<file path="config.mk">
export PLATFORM = sky130hd
export DESIGN_NAME = register_bank
export DESIGN_NICKNAME = d
export VERILOG_FILES = /design/src/rtl/register_bank.sv
export SDC_FILE = /design/constraint.sdc
export NUM_CORES = 1
export LEC_CHECK = 0
export ABC_AREA = 0
export CAP_MARGIN = 0
export CORE_UTILIZATION = 60
export DETAILED_ROUTE_END_ITERATION = 8
export HOLD_SLACK_MARGIN = 0.06
export PLACE_DENSITY = 0.79
export SLEW_MARGIN = 20
export SYNTH_ARGS = -nofsm -noshare
export SYNTH_HDL_FRONTEND = slang
export SYNTH_SLANG_ARGS = --single-unit
</file>
<file path="constraint.sdc">
create_clock -name clk_in -period 2.8 [get_ports clk_in]
set_input_delay 0.56 -clock clk_in [delete_from_list [all_inputs] [get_ports clk_in]]
set_output_delay 0.56 -clock clk_in [all_outputs]
set_load 0.1 [all_outputs]
</file>
<file path="src/rtl/register_bank.sv">
// Register bank with two registered read ports, one write port and a post-reset clear sequence.
// Build option: define REGBANK_BYPASS_EN to forward same-edge write data onto matching read ports.
module register_bank #(
  parameter int DATA_WIDTH     = 16,
  parameter int REG_ADDR_WIDTH = 4
) (
  input  logic                             clk_in,
  input  logic                             RST,
  input  logic                             wr_en,
  input  logic        [REG_ADDR_WIDTH-1:0] wr_addr,
  input  logic signed [DATA_WIDTH-1:0]     wr_data,
  input  logic        [REG_ADDR_WIDTH-1:0] rd_addr_a,
  input  logic        [REG_ADDR_WIDTH-1:0] rd_addr_b,
  output logic signed [DATA_WIDTH-1:0]     rd_data_a,
  output logic signed [DATA_WIDTH-1:0]     rd_data_b,
  output logic                             busy
);

  localparam int DEPTH = 2 ** REG_ADDR_WIDTH;
  localparam logic [REG_ADDR_WIDTH-1:0] LAST_ADDR = '1;

  typedef enum logic {
    CLEAR,
    READY
  } state_t;

  state_t                          state;
  state_t                          state_next;
  logic [REG_ADDR_WIDTH-1:0]       clr_addr;
  logic [REG_ADDR_WIDTH-1:0]       clr_addr_next;
  logic                            busy_next;

  logic                            mem_we;
  logic [REG_ADDR_WIDTH-1:0]       mem_waddr;
  logic signed [DATA_WIDTH-1:0]    mem_wdata;
  logic signed [DATA_WIDTH-1:0]    rd_next_a;
  logic signed [DATA_WIDTH-1:0]    rd_next_b;
  logic                            wr_fire;

  logic signed [DATA_WIDTH-1:0]    mem [DEPTH];

  // Entry 0 is hardwired to zero, so writes aimed at it never fire.
  assign wr_fire = wr_en && (wr_addr != '0);

  always_comb begin
    state_next    = state;
    clr_addr_next = clr_addr;
    busy_next     = busy;
    mem_we        = 1'b0;
    mem_waddr     = clr_addr;
    mem_wdata     = '0;
    rd_next_a     = '0;
    rd_next_b     = '0;

    if (!RST) begin
      case (state)
        CLEAR: begin
          mem_we        = 1'b1;
          mem_waddr     = clr_addr;
          clr_addr_next = clr_addr + REG_ADDR_WIDTH'(1);
          if (clr_addr == LAST_ADDR) begin
            state_next    = READY;
            busy_next     = 1'b0;
            clr_addr_next = '0;
          end
        end

        READY: begin
          mem_we    = wr_fire;
          mem_waddr = wr_addr;
          mem_wdata = wr_data;
          rd_next_a = (rd_addr_a == '0) ? '0 : mem[rd_addr_a];
          rd_next_b = (rd_addr_b == '0) ? '0 : mem[rd_addr_b];
`ifdef REGBANK_BYPASS_EN
          if (wr_fire && (rd_addr_a == wr_addr)) rd_next_a = wr_data;
          if (wr_fire && (rd_addr_b == wr_addr)) rd_next_b = wr_data;
`endif
        end

        default: begin
          state_next    = CLEAR;
          clr_addr_next = '0;
          busy_next     = 1'b1;
        end
      endcase
    end
  end

  // Reset leaves the array untouched; the clear sequence that follows zeroes it.
  always_ff @(posedge clk_in) begin
    if (RST) begin
      state     <= CLEAR;
      clr_addr  <= '0;
      busy      <= 1'b1;
      rd_data_a <= '0;
      rd_data_b <= '0;
    end else begin
      state     <= state_next;
      clr_addr  <= clr_addr_next;
      busy      <= busy_next;
      rd_data_a <= rd_next_a;
      rd_data_b <= rd_next_b;
    end
  end

  always_ff @(posedge clk_in) begin
    if (mem_we) mem[mem_waddr] <= mem_wdata;
  end

endmodule

</file>
==> summary.txt <==
Setup path
  • RR Endpoint: mem[12][1]
  • WP depth: 5
  • CP startpoint kind: input port
  • Crit path capture: mem[12][1]
  • Slowest CP cell: nor2b_2
  • Cell family with most CP delay: simple AND/OR/NAND/NOR gates
  • Worst setup path category: in2reg
  • Cells along the critical path: clkdlybuf4s50_1 -> mux2_2 -> a211oi_1 -> nand2_1 -> nor2b_2
  • R2r setup slk: 0.45 ns
  • Crit path max fanout: 16
  • R2R Path Start: state
  • Delay of the slowest critical-path stage: 0.82 ns
  • Worst endpoint required time: 2.96 ns
  • CP endpoint kind: flop
  • Length in cells of the worst reg-to-reg path: 4
  • Worst path bufs/invs: 1
  • Crit path DAT: 2.58 ns
  • Worst setup startpoint: wr_addr[0]

Power
  • VDD IR max: 0.000513 V
  • Leakage power: 4.91 nW
  • PwrDens: 592 mW/mm²
  • Power, Total: slightly above 9 mW

Yosys
  • Sequential cell area fraction in the yosys report: 0.643
  • Ys async rst share: 0
  • Netlist cell types: 37
  • Cell taking the most area after synthesis: edfxtp_1
  • Top-area cell type share of the netlist area: 0.585
  • Avg Inst Size Synth: 18.2 µm²
  • Ys flop type: edfxtp_1
  • YS warnings: 0
  • Synth area leaders: edfxtp_1, mux4_2, dfxtp_1, mux2i_1, a211oi_1
  • Post-synthesis net count: 754
  • Netlist Area Pre-Place: 0.0131 mm²
  • Post-synth EDFFs: 256
  • Flops & latches, synth: 294
  • Cell count after synthesis: just over 700

STA
  • Fmax: approximately 410 MHz
  • Worst-Margin Slew: 1.04 ns
  • Hold WS: 0.488 ns
  • Final critical-path required period: 2.42 ns
  • Max Slew Vio Count: 0
  • Final setup viols: 0
  • Fin Setup TNS: 0 ns
  • Worst clock skew: 0.0173 ns
  • Final Cycle Share: 0.864
  • Final hold viol count: 0
  • Slew margin rel.: 0.307
  • Worst setup margin: 0.381 ns
  • RSZ-0062 raised after global routing: false

Finish
  • Util after Layout: 0.724
  • Non-filler instance count after layout: 1119
  • Design Area, Final: 0.0154 mm²
  • Area added between synthesis and finish: 16.8%
  • Nets: roughly 850
  • Antenna diodes: 0
  • Filler cells: 1257
  • Share of layout cells above drive strength 1: 0.321

Status
  • Status: completed

Place
  • Worst slack at placement: -0.141 ns
  • Post-Place Cells: 1065
  • Placed Area: between 0.01 and 0.015 mm²
  • DP HPWL: 19.9 mm
  • Gpl congestion: 0.811
  • I/O Buffers: 63

Floorplanning
  • Num rows: 53
  • Die Height: about 150 µm
  • DIE AREA: roughly 0.023 mm²
  • Io pins: 64
  • Chip width: 150 µm
  • Core area: 0.0212 mm²
  • Starting Density: 0.619

Worst hold path
  • Hold Path Class: reg2reg
  • Hold_sp: busy

Detailed routing
  • Drt via density: 6.93
  • Number of routed nets with antenna violations: 0
  • First DRT Iteration DRCs: 860
  • Final wirelength: about 32 mm
  • Per-cell routed wire length: roughly 29 µm
  • Vias: 7757
  • Post-route DRC: 0
  • First-pass iteration count of the detailed router: 5

Run
  • Number of max-cap violations: 0

Clocking
  • CTS tree: yes
  • H-Tree Depth: 1
  • Clk_lat worst skew: 0.55 ns
  • Num Clock Sinks: 294
  • Max clock buf depth: 3
  • Post-CTS Setup Repair Bufs: 0
  • Num CTS Buffers: 29
  • CTS resizes: 0
  • Root buffer cell: clkbuf_16
  • Hold buffers post-CTS: 0
  • Clk slew on worst S/H paths: 0.06 ns

Global routing
  • Global-route wire length before repair: roughly 48 mm
  • Remaining Overflow, GRT: 0
  • Total GRT Usage: 0.298
  • Largest net degree at the start of global routing: 34
  • Initial antenna violation count: 0
  • Vias in the first global route: 8091
==> worst min-delay path: cells and delay by family (launching register included) <==
family,cells,cell delay [ns]
compound gates,1,0.07
flops,1,0.31
simple gates,1,0.06
==> how the worst min path moves through the flow <==
stage	endpoint	depth (start not counted)	slack [ns]
after detailed placement	busy	2	0.48
after global routing	busy	2	0.53
final	busy	2	0.49
after CTS	busy	2	0.50
after global placement	busy	2	0.46
after floorplan	clr_addr[3]	2	0.51
==> report_power, final <==
group	leakage [nW]	internal, mW	switching [mW]
Clock	0.456	2.15	1.56
Sequential	2.46	4.76	0.0305
Combinational	2.00	0.294	0.297
Total	4.91	7.20	1.89
==> state kept, by name, indices dropped and copies added (netlist names) <==
signal and cells:
mem 256, rd_data_a 16, state 1, clr_addr 4
busy 1, rd_data_b 16
==> final cells by class <==
type | count | area, µm² | share of cell area
Inverter | 3 | 11.3 | 0.000733
Clock inverter | 8 | 43.8 | 0.00285
Clock buffer | 46 | 881 | 0.0574
Multi-Input combinational cell | 371 | 4420 | 0.288
Timing Repair Buffer | 122 | 1210 | 0.0789
Tap cell | 275 | 344 | 0.0224
Sequential cell | 294 | 8450 | 0.550
==> routing by layer <==
metal  vias up  part of all wire  wire length [µm]  GRT usage
li1       3223                 -                 -          -
met1      3978              0.37             11800      0.396
met2       454              0.50             16100      0.494
met3       102             0.086              2750     0.0470
met4         0             0.040              1290      0.126
met5         -                 0                 0          0
==> layout by cell type, fill, tap and decap left out, types with 19 or more instances in the layout <==
| cell type | n |
|---|---|
| edfxtp_1 | 256 |
| mux2i_1 | 50 |
| mux4_2 | 113 |
| nor2b_1 | 20 |
| and2_1 | 19 |
| clkbuf_16 | 30 |
| clkdlybuf4s50_1 | 25 |
| buf_12 | 19 |
| dfxtp_1 | 38 |
| nand2_1 | 35 |
| buf_4 | 76 |
| a211oi_1 | 32 |
==> cell usage after synthesis, types with 2 or more instances <==
library cell	instances
edfxtp_1	256
mux4_2	113
mux2i_1	50
dfxtp_1	38
nand2_1	35
a211oi_1	32
nor2b_1	25
and2_1	19
nor2_1	17
buf_4	16
buf_2	14
clkbuf_1	13
a32oi_1	10
nand4_1	10
o211ai_1	10
a221o_1	6
a22o_1	6
a22oi_1	6
and3_1	6
buf_1	6
buf_6	5
a21oi_1	4
nor3b_1	4
a31oi_1	3
inv_1	3
nand2b_1	3
o21ai_0	2
==> cells by family (layout without fill, tap and decap cells) <==
| kind of cell | Yosys count | in the layout | synth area share |
|---|---|---|---|
| compound gates | 83 | 83 | 0.0496 |
| xor+xnor | 1 | 1 | 0.000667 |
| fa+ha+maj | 1 | 1 | 0.000952 |
| buf+inv | 57 | 179 | 0.0250 |
| flops | 294 | 294 | 0.643 |
| mux | 164 | 164 | 0.233 |
| simple gates | 122 | 122 | 0.0484 |
(Power assumes the default switching activity.)
